[src/rtl/instr_loader.sv]
// instr_loader: boot-time program loader for the core's instruction memory.
// Takes a framed byte stream (16-bit big-endian word count, 4*N payload bytes
// MSB first, one XOR checksum byte), writes each assembled 32-bit word to the
// instruction memory, and keeps the core in reset until a frame whose
// checksum matches has been loaded.
module instr_loader #(
  parameter int DATA_WIDTH      = 32,
  parameter int INSTR_MEM_DEPTH = 1024
) (
  input  logic                  CLK,
  input  logic                  RST,
  input  logic                  start,
  input  logic [7:0]            in_byte,
  input  logic                  in_valid,
  output logic                  in_ready,
  output logic                  WE,
  output logic [31:0]           A,
  output logic [DATA_WIDTH-1:0] WD,
  output logic                  core_rst,
  output logic                  done,
  output logic                  error,
  output logic [15:0]           words_loaded
);

  typedef enum logic [2:0] {
    ST_IDLE   = 3'd0,
    ST_HDR_HI = 3'd1,
    ST_HDR_LO = 3'd2,
    ST_DATA   = 3'd3,
    ST_WRITE  = 3'd4,
    ST_CHECK  = 3'd5,
    ST_DONE   = 3'd6,
    ST_ERROR  = 3'd7
  } state_t;

  state_t        state_q, state_d;
  logic [15:0]   n_q, n_d;              // word count from the header
  logic [1:0]    byte_idx_q, byte_idx_d; // byte position inside the current word
  logic [23:0]   word_q, word_d;        // first three bytes of the current word
  logic [7:0]    csum_q, csum_d;        // running XOR of payload bytes
  logic [15:0]   wl_q, wl_d;            // words written so far (also next word index)
  logic [31:0]   a_q, a_d;
  logic [31:0]   wd_q, wd_d;
  logic          we_q, we_d;
  logic          rdy_q, rdy_d;
  logic          core_rst_q, core_rst_d;
  logic          done_q, done_d;
  logic          error_q, error_d;

  logic          accept;
  logic [15:0]   n_full;

  // A byte is consumed only when the registered ready is up.
  assign accept = in_valid && rdy_q;
  // Complete header value as it will be once the low byte is taken.
  assign n_full = {n_q[15:8], in_byte};

  // Next-state, datapath and word-assembly logic.
  always_comb begin
    state_d    = state_q;
    n_d        = n_q;
    byte_idx_d = byte_idx_q;
    word_d     = word_q;
    csum_d     = csum_q;
    wl_d       = wl_q;
    a_d        = a_q;
    wd_d       = wd_q;

    case (state_q)
      ST_IDLE, ST_DONE, ST_ERROR: begin
        // A new frame starts from a clean slate; the previous count stays
        // visible until then.
        if (start) begin
          state_d    = ST_HDR_HI;
          wl_d       = 16'd0;
          csum_d     = 8'd0;
          byte_idx_d = 2'd0;
        end
      end

      ST_HDR_HI: begin
        if (accept) begin
          n_d     = {in_byte, n_q[7:0]};
          state_d = ST_HDR_LO;
        end
      end

      ST_HDR_LO: begin
        if (accept) begin
          n_d = n_full;
          if ({16'd0, n_full} > 32'(INSTR_MEM_DEPTH)) begin
            state_d = ST_ERROR;
          end else if (n_full == 16'd0) begin
            state_d = ST_CHECK;
          end else begin
            state_d = ST_DATA;
          end
        end
      end

      ST_DATA: begin
        if (accept) begin
          csum_d     = csum_q ^ in_byte;
          byte_idx_d = byte_idx_q + 2'd1;
          if (byte_idx_q == 2'd3) begin
            // Fourth byte completes the word: present it to the memory
            // together with its byte address in the following cycle.
            wd_d    = {word_q, in_byte};
            a_d     = {14'd0, wl_q, 2'b00};
            wl_d    = wl_q + 16'd1;
            state_d = ST_WRITE;
          end else begin
            word_d = {word_q[15:0], in_byte};
          end
        end
      end

      ST_WRITE: begin
        // wl_q was already advanced past this word.
        if (wl_q == n_q) begin
          state_d = ST_CHECK;
        end else begin
          state_d = ST_DATA;
        end
      end

      ST_CHECK: begin
        if (accept) begin
          if (in_byte == csum_q) begin
            state_d = ST_DONE;
          end else begin
            state_d = ST_ERROR;
          end
        end
      end

      default: state_d = ST_IDLE;
    endcase
  end

  // Output decode from the upcoming state so every output is a flop that
  // lines up with the state it belongs to.
  always_comb begin
    rdy_d      = (state_d == ST_HDR_HI) || (state_d == ST_HDR_LO) ||
                 (state_d == ST_DATA)   || (state_d == ST_CHECK);
    we_d       = (state_d == ST_WRITE);
    core_rst_d = (state_d != ST_DONE);
    done_d     = (state_d == ST_DONE);
    error_d    = (state_d == ST_ERROR);
  end

  // State and registered outputs; reset aborts any frame in flight.
  always_ff @(posedge CLK or posedge RST) begin
    if (RST) begin
      state_q    <= ST_IDLE;
      n_q        <= 16'd0;
      byte_idx_q <= 2'd0;
      word_q     <= 24'd0;
      csum_q     <= 8'd0;
      wl_q       <= 16'd0;
      a_q        <= 32'd0;
      wd_q       <= 32'd0;
      we_q       <= 1'b0;
      rdy_q      <= 1'b0;
      core_rst_q <= 1'b1;
      done_q     <= 1'b0;
      error_q    <= 1'b0;
    end else begin
      state_q    <= state_d;
      n_q        <= n_d;
      byte_idx_q <= byte_idx_d;
      word_q     <= word_d;
      csum_q     <= csum_d;
      wl_q       <= wl_d;
      a_q        <= a_d;
      wd_q       <= wd_d;
      we_q       <= we_d;
      rdy_q      <= rdy_d;
      core_rst_q <= core_rst_d;
      done_q     <= done_d;
      error_q    <= error_d;
    end
  end

  assign in_ready     = rdy_q;
  assign WE           = we_q;
  assign A            = a_q;
  assign WD           = wd_q[DATA_WIDTH-1:0];
  assign core_rst     = core_rst_q;
  assign done         = done_q;
  assign error        = error_q;
  assign words_loaded = wl_q;

endmodule

[config.mk]
export PLATFORM = sky130hd
export DESIGN_NAME = instr_loader
export DESIGN_NICKNAME = d
export VERILOG_FILES = /design/src/rtl/instr_loader.sv
export SDC_FILE = /design/constraint.sdc
export NUM_CORES = 1
export LEC_CHECK = 0
export BUFFER_PORTS_ARGS = -buffer_cell sky130_fd_sc_hd__buf_4
export CAP_MARGIN = 10
export CORE_MARGIN = 2
export CORE_UTILIZATION = 55
export CTS_BUF_LIST = sky130_fd_sc_hd__clkbuf_4
export DETAILED_ROUTE_END_ITERATION = 8
export PLACE_DENSITY_LB_ADDON = 0.25
export SYNTH_ARGS = -nofsm -noshare
export SYNTH_HDL_FRONTEND = slang
export SYNTH_SLANG_ARGS = --single-unit
[constraint.sdc]
create_clock -name CLK -period 5.3 [get_ports CLK]
set_clock_uncertainty 0.15 [all_clocks]
set_input_delay 0.795 -clock CLK [delete_from_list [all_inputs] [get_ports CLK]]
set_output_delay 0.795 -clock CLK [all_outputs]
set_load 0.02 [all_outputs]
## Word level (Yosys, flattened, before mapping)

Cells that the tools add are included.

- Add/subtract/negate cells: 2
- $lt $le $gt $ge: 1
- Equal/unequal tests: 21
- Muxes and demuxes: 24
- Bitwise gates (word level): 4
- Reductions and logical operators: 14

Operator list:

| operator | number |
|---|---|
| $mux 16 | 4 |
| $pmux 16 s2 | 2 |
| $mux 3 | 9 |
| $eq 3x3->1 const B | 8 |
| $mux 8 | 3 |
| $pmux 3 s6 | 1 |
| $add 16x1->16 const B | 1 |
| $eq 16x16->1 | 1 |
| $gt 16x11->1 const B | 1 |
| $logic_not 16->1 | 1 |
| $pmux 8 s2 | 1 |
| $reduce_and 3->1 | 5 |
| $eq 3x2->1 const B | 4 |
| $eq 8x8->1 | 1 |
| $xor 8x8->8 | 1 |
| $eq 3x1->1 const B | 2 |
| $ne 2x2->1 const B | 3 |
| $mux 2 | 2 |
| $pmux 2 s2 | 1 |
| $reduce_and 4->1 | 1 |
| $logic_not 3->1 | 1 |
| $logic_or 1x1->1 | 3 |
| $ne 3x3->1 const B | 1 |
| $not 1->1 | 3 |
| 6 further kinds | 6 |

- Bits in registers: 122
- Bits of input ports: 12
- Output and inout port bits: 85
- Word-level logic and storage cells: 80

## Logic depth before layout (Yosys ltp)

Gate-level depths: netlist of the first run.

- Depth in word-level cells: 9
- Mapped depth: 8
- Depth with buffers taken out: 7

## Least setup slack after synthesis of the first run

OpenSTA, ideal clock, no wires.

- Kind: in2reg
- From: in in_byte[1]
- To: reg rdy_q (netlist: in_ready)
- Library setup time: 79 ps
- Arrival: 2111 ps
- Required time: 5071 ps
- Setup slack: 2960 ps
- Stages on the path: 6
- Path buffers: 1
- Path through: clkbuf_1 -> nor4_2 -> nand3_1 -> o311a_1 -> a211oi_2 -> mux2i_1

- Longest elaborated chain between the ends: 9
- Elaborated cells between the ends (all ways): 16
- Those cells by class: 1 x order compare; 5 x eq/ne; 6 x mux; 4 x reduce/logical

RTL lines:

| what | RTL line | RTL |
|---|---|---|
| start: declaration | 13 | `input logic [7:0] in_byte,` |
| parallel branches: the longest is 4 deep, another holds $gt 16x11->1 | n/a |  |
| $pmux 3 s6 * | 69 | `case (state_q)` |
| $eq 3x1->1 / $eq 3x2->1 (equally long branches) | 144 | `rdy_d = (state_d == ST_HDR_HI) \|\| (state_d == ST_HDR_LO) \|\|` |
| $logic_or 1x1->1 (2 in a row) | 144 |  |
| $logic_or 1x1->1 * | 145 | `(state_d == ST_DATA) \|\| (state_d == ST_CHECK);` |
| named net rdy_d | 45 | `logic rdy_q, rdy_d;` |
| end signal: assignment | 178 | `rdy_q <= rdy_d;` |
| end: declaration | 45 |  |

Mark *: on every way through the listed nets, which the timed path passes.
A chain may end at the register's enable or synchronous reset.

## Final worst setup path of the first run

- From: reg state_q[1]
- To: reg word_q[4]

- Longest elaborated chain between the ends: 2

RTL lines:

| what | RTL line | RTL |
|---|---|---|
| start: declaration | 36 | `state_t state_q, state_d;` |
| start signal: assignment | 169 | `state_q <= state_d;` |
| $eq 3x2->1 | 69 |  |
| $reduce_and 3->1 (no source line) | n/a |  |
| end signal: assignment | 172 | `word_q <= word_d;` |
| end: declaration | 39 | `logic [23:0] word_q, word_d;` |

Every way passes these cells.

==> flow_metrics.py, run 1 <==
metrics = {
    "timing": {
        "worst_pin_slew_ns": 1.171,
        "finalCritPeriodShare_pct": 61.75,
        "whs_ns": 0.3373,
        "fin_setup_tns_ns": 0,
        "slew_headroom_pct": 21.83,
        "hold_viol": 0,
        "max_freq_ghz": 0.3056,
        "rsz0062_at_grt": "false",
        "setup_viol": 0,
        "slew_viol_final": 0,
        "layout_min_cycle_time_ns": 3.273,
    },
    "clock_tree": {
        "cts-buffers-inserted": 17,
        "post_cts_buffers": 0,
        "cts_hold_buf": 0,
        "clock-sinks": 122,
        "cts_resized": 0,
        "clk_pin_slew_ns": 0.10,
        "htreeDepth": 4,
        "cts_tree": "built",
        "clockBufferDepth": 2,
        "clk_latency_ns": 0.52,
        "root_buffer": "clkbuf_4",
    },
    "floorplan": {
        "rows": 36,
        "start_util_pct": 56.82,
        "coreArea_mm2": 0.009774,
        "die_h_um": 104.5,
        "pin_count": 97,
        "die_x_um": 104.5,
        "die-area_mm2": 0.01092,
    },
    "detailed_routing": {
        "finalWirelength_um": 11180,
        "post_drt_wl_per_cell_um": 16.23,
        "first_iter_violations": 227,
        "drcViolationCount": 0,
        "vias_per_cell": 5.567,
        "vias": 3836,
        "dr.pass1.iters": 4,
        "ant_nets": 0,
    },
    "setup_path": {
        "startpoint_type": "register",
        "crit_path_start": "state_q[1]",
        "cp-end-kind": "register",
        "r2r_slack_ns": 2.03,
        "path_cells": "inv_1 > nor3_2 > nand2_1 > nor2_2 > mux2_2",
        "slowest_delay_ns": 1.00,
        "endpoint": "word_q[4]",
        "cp_max_fo": 24,
        "reg2reg_from": "state_q[1]",
        "crit_required_ns": 5.55,
        "r2r_cells": 5,
        "worstReg2RegEnd": "word_q[4]",
        "critical_path_class": "register to register",
        "cpMaxStageDelayCell": "nor2_2",
        "critPathArrivalTime_ns": 3.52,
    },
    "layout": {
        "stdcell_count": 689,
        "antennaDiodeCount": 0,
        "syn_to_final_growth_pct": 15.50,
        "nets": 557,
        "drive_above_1_share_pct": 36.51,
        "nFillCells": 801,
    },
    "global_route": {
        "grt_overflow_total": 0,
        "grt_max_degree": 84,
        "grt_pass1_vias": 3859,
        "grt_pass1_wl_um": 18580,
        "antenna_found_initial": 0,
        "track_usage_pct": 21.50,
    },
    "synthesis": {
        "ys.flop_type": "dfrtp_1",
        "async_flop_share_pct": 100.0,
        "yosys_warnings": 0,
        "synth_cell_types": 48,
        "synth_seq_cells": 122,
        "netlist_area_mm2": 0.005554,
        "synthCells": 466,
        "ys_top_cells_by_area": "dfrtp_1, mux2_2, xor2_1",
        "yosysTopAreaCell": "dfrtp_1",
        "syn_area_per_cell_um2": 11.92,
        "synth_edf_count": 0,
        "yosysSeqAreaShare_pct": 54.99,
        "synth_top_cell_area_share_pct": 54.52,
    },
    "power_and_ir_drop": {
        "power.static_leakage_nw": 3.150,
        "vdd_drop_max_mv": 0.2818,
        "power_density_mw_per_mm2": 503.2,
    },
    "placed_design": {
        "hpwl_um": 7676,
        "port_buffers": 80,
        "place.gp.congestion": 0.8607,
        "place_inst": 657,
    },
    "run_status": {
        "status": "completed",
    },
    "hold_path": {
        "min_path_type": "register to register",
    },
    "flow_run": {
        "maxCapViolations": 0,
    },
}
[flip-flops by register name, summed over array words and instances, names as in the netlist, 2 cells and up]
register,flops
A,16
WD,32
byte_idx_q,2
csum_q,8
n_q,16
state_q,3
word_q,24
words_loaded,16
[power breakdown]
group	total [mW]	switching, mW	internal, mW
sequential	1.51	0.256	1.26
combinational	1.14	0.593	0.549
clock	0.575	0.324	0.251
[worst max-delay path, delay by kind of cell (launching register included)]
kind,cells,cell delay [ns]
simple gates,3,1.69
mux,1,0.43
flops,1,0.56
buf+inv,1,0.31
[worst min-delay path by stage]
stage,startpoint,slack (ns),depth (start not counted),end
2_1_floorplan,byte_idx_q[0],0.31,1,byte_idx_q[0]
3_3_place_gp,A[4],0.32,2,A[4]
3_5_place_dp,A[9],0.32,2,A[9]
4_1_cts,A[9],0.35,2,A[9]
5_1_grt,A[9],0.38,2,A[9]
6_report,A[9],0.34,2,A[9]
[layout make-up]
type                       instances  area, um2  area share [%]
clock inverter                    10      77.57           1.209
multi-input combinational        304       2270           35.38
timing repair buffer              83      623.1           9.713
inverter                          15      58.81          0.9167
clock buffer                      22      165.2           2.575
tap                              133      166.4           2.594
sequential                       122       3054           47.61
[synthesized netlist by cell type (all sizes together), types with 3 or more instances]
library cell    n
nor4            9
a21o            8
xor2           24
nand3          22
inv            15
o31ai          13
a21oi          20
or4            11
nand2          35
nor2            9
mux2           77
buf            32
nand4           3
nor3b           8
nor3            7
o21ai          17
clkbuf          8
dfrtp         121
[cell usage in the layout, fill, tap and decap left out, drive strengths merged, types with 2 or more instances in the layout]
| cell type | n |
|---|---|
| nand3 | 22 |
| o31ai | 13 |
| nor3 | 7 |
| clkbuf | 22 |
| conb | 16 |
| dfrtp | 121 |
| inv | 15 |
| xor2 | 24 |
| buf | 83 |
| and3 | 2 |
| a21boi | 2 |
| or3 | 2 |
| o21ai | 17 |
| nor3b | 8 |
| mux2i | 2 |
| nand2 | 35 |
| mux2 | 77 |
| nor2 | 9 |
| a21oi | 20 |
| ha | 2 |
| a21o | 8 |
| clkinvlp | 2 |
| nand4 | 3 |
| nor4 | 9 |
| clkinv | 7 |
| or4 | 11 |
[routing by layer]
| metal | share of wire (%) | wire length, um | GRT usage (%) |
|---|---|---|---|
| met5 | 0 | 0 | 0 |
| met4 | 1.9 | 208 | 7.625 |
| met2 | 50 | 5545 | 36.37 |
| met1 | 42 | 4734 | 26.69 |
| met3 | 6.2 | 696 | 5.639 |
[metrics by stage]
step | setup WS [ns] | power, mW | instance area [um2] | util, %
floorplan | 1.114 | 2.289 | 5610 | -
global placement | 2.089 | 2.617 | 6172 | 63.15
detailed placement | 1.969 | 2.681 | 6172 | 63.15
CTS | 2.051 | 3.255 | 6415 | 65.63
global route | 1.779 | 3.434 | 6415 | 65.63
finish | 2.027 | 3.228 | 6415 | 65.63
[cell families after synthesis]
| family | after synthesis | synth area share (%) |
|---|---|---|
| AO/OA/AOI/OAI | 68 | 7.953 |
| AND/OR/NAND/NOR | 115 | 11.53 |
| buffers and inverters | 55 | 5.249 |
| other | 1 | 0.06752 |
| flip-flops | 122 | 54.99 |
| multiplexers | 79 | 15.97 |
| XOR/XNOR | 24 | 3.785 |
| adder cells (fa/ha/maj) | 2 | 0.4505 |
No activity file was read; power rests on OpenSTA's default activity.
==> inputs of run 2 (changes only) <==
==> constraint.sdc (replaced) <==
create_clock -name CLK -period 3.3 [get_ports CLK]
set_clock_uncertainty 0.15 [all_clocks]
set_input_delay 0.495 -clock CLK [delete_from_list [all_inputs] [get_ports CLK]]
set_output_delay 0.495 -clock CLK [all_outputs]
set_load 0.02 [all_outputs]
==> flow_metrics.py, run 2 (synthesis results as in run 1) <==
metrics = {
    "setup_path": {
        "path_cells": "inv_1 > nor3_2 > nand3_2 > buf_4 > mux2_2",
        "worstReg2RegEnd": "WD[11]",
        "critical_path_buf_inv_count": 2,
        "critPathArrivalTime_ns": 3.00,
        "r2r_cells": 5,
        "cp-end-kind": "register",
        "r2r_slack_ns": 0.56,
        "cpMaxStageDelayCell": "dfrtp_1",
        "critical_path_class": "register to register",
        "cp_max_fo": 33,
        "startpoint_type": "register",
        "reg2reg_from": "state_q[1]",
        "crit_required_ns": 3.56,
        "slowest_delay_ns": 0.55,
        "cp_top_family": "simple AND/OR/NAND/NOR gates",
    },
    "power_and_ir_drop": {
        "pwr-share-seq_pct": 45.1,
        "power_density_mw_per_mm2": 826.8,
        "internal_power_mw": 3.447,
        "switching_power_mw": 1.935,
        "vdd_drop_max_mv": 0.4730,
        "power_frac_comb_pct": 34.7,
        "swShare_pct": 35.95,
        "clockPowerShare_pct": 20.2,
        "power.static_leakage_nw": 3.189,
    },
    "timing": {
        "max_freq_ghz": 0.3649,
        "fin_setup_tns_ns": 0,
        "slew_viol_final": 0,
        "setup_viol": 0,
        "slew_headroom_pct": 29.71,
        "finalCritPeriodShare_pct": 83.05,
        "layout_min_cycle_time_ns": 2.741,
        "hold_viol": 0,
        "rsz0062_at_grt": "false",
        "worst_pin_slew_ns": 1.052,
    },
    "floorplan": {
        "die_h_um": 104.5,
        "die_x_um": 104.5,
        "start_util_pct": 56.82,
        "rows": 36,
        "die-area_mm2": 0.01092,
        "coreArea_mm2": 0.009774,
        "pin_count": 97,
    },
    "detailed_routing": {
        "vias_per_cell": 5.679,
        "vias": 3930,
        "first_iter_violations": 247,
        "ant_nets": 0,
        "dr.pass1.iters": 4,
        "finalWirelength_um": 11420,
        "drcViolationCount": 0,
        "post_drt_wl_per_cell_um": 16.50,
    },
    "placed_design": {
        "place.gp.congestion": 0.8987,
        "port_buffers": 80,
        "hpwl_um": 7764,
    },
    "global_route": {
        "antenna_found_initial": 0,
        "track_usage_pct": 22.07,
        "met1_usage_pct": 28.89,
        "grt_max_degree": 51,
        "grt_pass1_vias": 3823,
        "grt_overflow_total": 0,
        "gr-usage-met2_pct": 35.34,
        "grt_pass1_wl_um": 19110,
        "met3_usage_pct": 5.764,
        "busiest_layer": "met2",
    },
    "flow_run": {
        "maxCapViolations": 0,
    },
    "clock_tree": {
        "htreeDepth": 4,
        "clock-sinks": 122,
        "post_cts_buffers": 0,
        "cts_resized": 0,
        "clk_pin_slew_ns": 0.11,
        "clockBufferDepth": 2,
        "cts_hold_buf": 0,
        "root_buffer": "clkbuf_4",
        "cts-buffers-inserted": 17,
        "clk_latency_ns": 0.52,
        "cts_tree": "built",
    },
    "layout": {
        "largest_reg_flops": 32,
        "antennaDiodeCount": 0,
        "syn_to_final_growth_pct": 17.19,
        "drive_above_1_share_pct": 36.85,
        "nFillCells": 732,
        "layout_commonest_cell": "dfrtp_1",
        "multiInputGateArea_mm2": 0.002270,
        "register_area_mm2": 0.003054,
        "final_cell_mix": "dfrtp_1, buf_4, mux2_2",
        "nets": 561,
        "final_util_pct": 66.59,
    },
    "hold_path": {
        "min_path_type": "primary input to async pin",
    },
    "run_status": {
        "status": "completed",
    },
}
## run 2: cell types whose count changed in the layout (fill, tap and decap cells not counted), sizes merged
cell and delta:
bufinv +2, buf +4, clkbuf -3
## run 2: through the flow
step	worst slack (ns)	power (mW)	hold slack (ns)	instance area [um2]	std cells
finish	0.5592	5.382	0.05432	6509	692
CTS	0.5644	5.413	0.06105	6509	692
floorplan	1.158	3.677	0.3073	5614	481
global route	0.4004	5.708	0.09664	6509	692
detailed placement	0.6230	4.319	0.3259	6216	661
global placement	0.7586	4.224	0.3129	6216	661
## run 2: layer usage
layer  part of all wire (%)  vias to the layer above
met2                     49                      120
met4                    1.2                        0
met3                    5.1                       15
met1                     44                     1987
met5                      0                        -
li1                       -                     1808
## run 2: worst reg2reg max path: cells and delay by family, from the launching register on
kind	cells	cell delay, ns
buf+inv	2	0.76
flops	1	0.55
mux	1	0.34
simple gates	2	0.84
## run 2: area by class of cell
cell class | instances | share of cell area [%]
Sequential cell | 122 | 46.92
Tap cell | 133 | 2.557
Clock buffer | 19 | 2.191
Multi-Input combinational cell | 304 | 34.87
Timing Repair Buffer | 87 | 10.23
Clock inverter | 12 | 2.307
Inverter | 15 | 0.9227
## run 2: how the worst max path moves through the flow
stage / from / end / depth (start not counted)
detailed placement: state_q[1] / WD[10] / 5
finish: state_q[1] / WD[11] / 5
global placement: state_q[1] / WD[0] / 5
CTS: state_q[1] / WD[11] / 5
global route: state_q[1] / WD[10] / 5
floorplan: RST / A[10] / 1
## run 2: power by group through the flow
stage | combinational, mW | sequential (mW) | clock, mW
CTS | 1.88 | 2.42 | 1.11
global route | 2.03 | 2.50 | 1.18
floorplan | 1.10 | 2.58 | 0
finish | 1.87 | 2.43 | 1.09
global placement | 1.80 | 2.42 | 0
detailed placement | 1.86 | 2.46 | 0
==> inputs of run 3 (changes only) <==
--- a/config.mk
+++ b/config.mk
@@ -5,6 +5,7 @@
 export SDC_FILE = /design/constraint.sdc
 export NUM_CORES = 1
 export LEC_CHECK = 0
+export ABC_AREA = 1
 export BUFFER_PORTS_ARGS = -buffer_cell sky130_fd_sc_hd__buf_4
 export CAP_MARGIN = 10
 export CORE_MARGIN = 2
==> constraint.sdc (replaced) <==
create_clock -name CLK -period 2.69 [get_ports CLK]
set_clock_uncertainty 0.15 [all_clocks]
set_input_delay 0.4035 -clock CLK [delete_from_list [all_inputs] [get_ports CLK]]
set_output_delay 0.4035 -clock CLK [all_outputs]
set_load 0.02 [all_outputs]
==> flow_metrics.py, run 3 <==
metrics = {
    "synthesis": {
        "netlist_area_mm2": 0.005637,
        "synth_most_common_cell": "nand2_1",
        "ys_top_cells_by_area": "dfrtp_1, nand2_1, o21ai_0",
        "async_flop_share_pct": 100.0,
        "syn_area_per_cell_um2": 8.289,
        "synth_seq_cells": 122,
        "ys.flop_type": "dfrtp_1",
        "synthCells": 680,
        "synth_edf_count": 0,
        "yosysSeqAreaShare_pct": 54.18,
        "yosys_warnings": 0,
        "synth_cell_types": 34,
        "ys_top_cells_by_count": "nand2_1, dfrtp_1, o21ai_0",
        "synth_top_cell_area_share_pct": 53.72,
        "yosysTopAreaCell": "dfrtp_1",
    },
    "setup_path": {
        "worstReg2RegEnd": "done",
        "critical_path_class": "register to register",
        "endpoint": "done",
        "r2r_cells": 11,
        "r2r_slack_ns": 0.64,
        "cp-end-kind": "register",
        "startpoint_type": "register",
        "reg2reg_from": "words_loaded[5]",
        "cp_max_fo": 7,
        "critPathArrivalTime_ns": 2.32,
        "crit_required_ns": 2.96,
        "crit_path_start": "words_loaded[5]",
    },
    "clock_tree": {
        "clock-sinks": 122,
        "clk_latency_ns": 0.52,
        "root_buffer": "clkbuf_4",
        "cts_tree": "built",
        "clk_pin_slew_ns": 0.13,
        "htreeDepth": 4,
        "clockBufferDepth": 2,
        "cts-buffers-inserted": 17,
    },
    "detailed_routing": {
        "vias": 4786,
        "ant_nets": 0,
        "first_iter_violations": 293,
        "finalWirelength_um": 13490,
        "post_drt_wl_per_cell_um": 14.76,
        "drcViolationCount": 0,
        "vias_per_cell": 5.236,
        "dr.pass1.iters": 5,
    },
    "power_and_ir_drop": {
        "vdd_drop_max_mv": 0.4262,
        "power_density_mw_per_mm2": 821.7,
        "power.static_leakage_nw": 3.401,
        "finalPower_mw": 5.447,
    },
    "floorplan": {
        "pin_count": 97,
        "start_util_pct": 57.14,
        "rows": 36,
        "die_x_um": 105.2,
        "coreArea_mm2": 0.009864,
        "die-area_mm2": 0.01107,
        "die_h_um": 105.2,
    },
    "layout": {
        "drive_above_1_share_pct": 17.54,
        "register_area_mm2": 0.003054,
        "syn_to_final_growth_pct": 17.60,
        "layout_commonest_cell": "nand2_1",
        "final_cell_mix": "nand2_1, dfrtp_1, o21ai_0",
        "antennaDiodeCount": 0,
        "nFillCells": 824,
        "largest_reg_flops": 32,
        "final_util_pct": 67.20,
        "stdcell_count": 914,
        "fin_area_mm2": 0.006629,
        "multiInputGateArea_mm2": 0.002117,
        "nets": 782,
    },
    "timing": {
        "whs_ns": 0.03075,
        "setup_viol": 0,
        "worst_pin_slew_ns": 0.6411,
        "fin_ws_ns": 0.6409,
        "rsz0062_at_grt": "false",
        "fin_setup_tns_ns": 0,
        "layout_min_cycle_time_ns": 2.049,
        "max_freq_ghz": 0.4880,
        "finalCritPeriodShare_pct": 76.17,
        "hold_viol": 0,
        "slew_viol_final": 0,
        "slew_headroom_pct": 57.26,
    },
    "global_route": {
        "antenna_found_initial": 0,
        "grt_overflow_total": 0,
        "grt_pass1_wl_um": 22220,
        "track_usage_pct": 25.42,
        "grt_max_degree": 123,
        "grt_pass1_vias": 4484,
    },
    "placed_design": {
        "dp_slack_ns": 0.5984,
        "post_dp_cell_area_mm2": 0.006317,
        "place.gp.congestion": 0.9028,
        "place_inst": 879,
        "port_buffers": 80,
        "hpwl_um": 9474,
    },
    "hold_path": {
        "min_path_type": "primary input to register",
    },
    "flow_run": {
        "maxCapViolations": 0,
    },
    "run_status": {
        "status": "completed",
    },
}
## run 3: metal layers
layer,routed length [um],up-vias,GRT usage [%]
met5,0,-,0
met4,193,0,9.238
met3,856,23,4.886
met2,6442,173,38.89
met1,5994,2274,36.35
li1,-,2316,-
## run 3: worst min-delay path by stage
stage	slack [ns]	to	startpoint	depth (start not counted)
after floorplan	0.30	WD[24]	word_q[16]	2
after global placement	0.31	WD[31]	WD[31]	2
after detailed placement	0.31	WD[27]	WD[27]	2
after CTS	0.007	n_q[13]	in_byte[5]	3
after global routing	0.01	n_q[13]	in_byte[5]	3
final	0.03	n_q[13]	in_byte[5]	3
## run 3: final cells by class
class                      count  share of cell area, %
sequential                   122                  46.07
multi-input combinational    458                  31.94
timing repair buffer          89                  10.57
inverter                      80                  4.662
tap                          133                  2.510
clock inverter                15                  2.322
clock buffer                  17                  1.925
## run 3: what timing repair did
item / CTS / global route
buffers inserted: 0 / 0
endpoints found under the hold margin: 123 / 0
gates resized for setup: 0 / 0
hold buffers: 3 / 0
## run 3: kinds of logic (layout without fill, tap and decap cells)
logic type | after synthesis | after routing | share of synthesized area [%]
flops | 122 | 122 | 54.18
compound gates | 111 | 111 | 10.79
simple gates | 316 | 316 | 23.24
xor+xnor | 13 | 13 | 2.020
buf+inv | 115 | 201 | 9.256
fa+ha+maj | 2 | 2 | 0.4439
other cells | 1 | 16 | 0.06653
## run 3: critical path, cell delays in order, from the launching register on
cell and delay, ns:
dfrtp_1 0.52, inv_1 0.15, nand2_1 0.10, nand2_1 0.06, nor2_1 0.09, nand2_1 0.06
nor2_1 0.26, nand2_1 0.09, nand2_1 0.14, nand4_1 0.17, nand2_1 0.12, nor2_1 0.05
## run 3: where the power goes
part	switching (mW)	total [mW]	internal, mW
Clock	0.786	1.28	0.492
Combinational	1.16	1.71	0.551
Sequential	0.263	2.46	2.19
Total	2.21	5.45	3.24
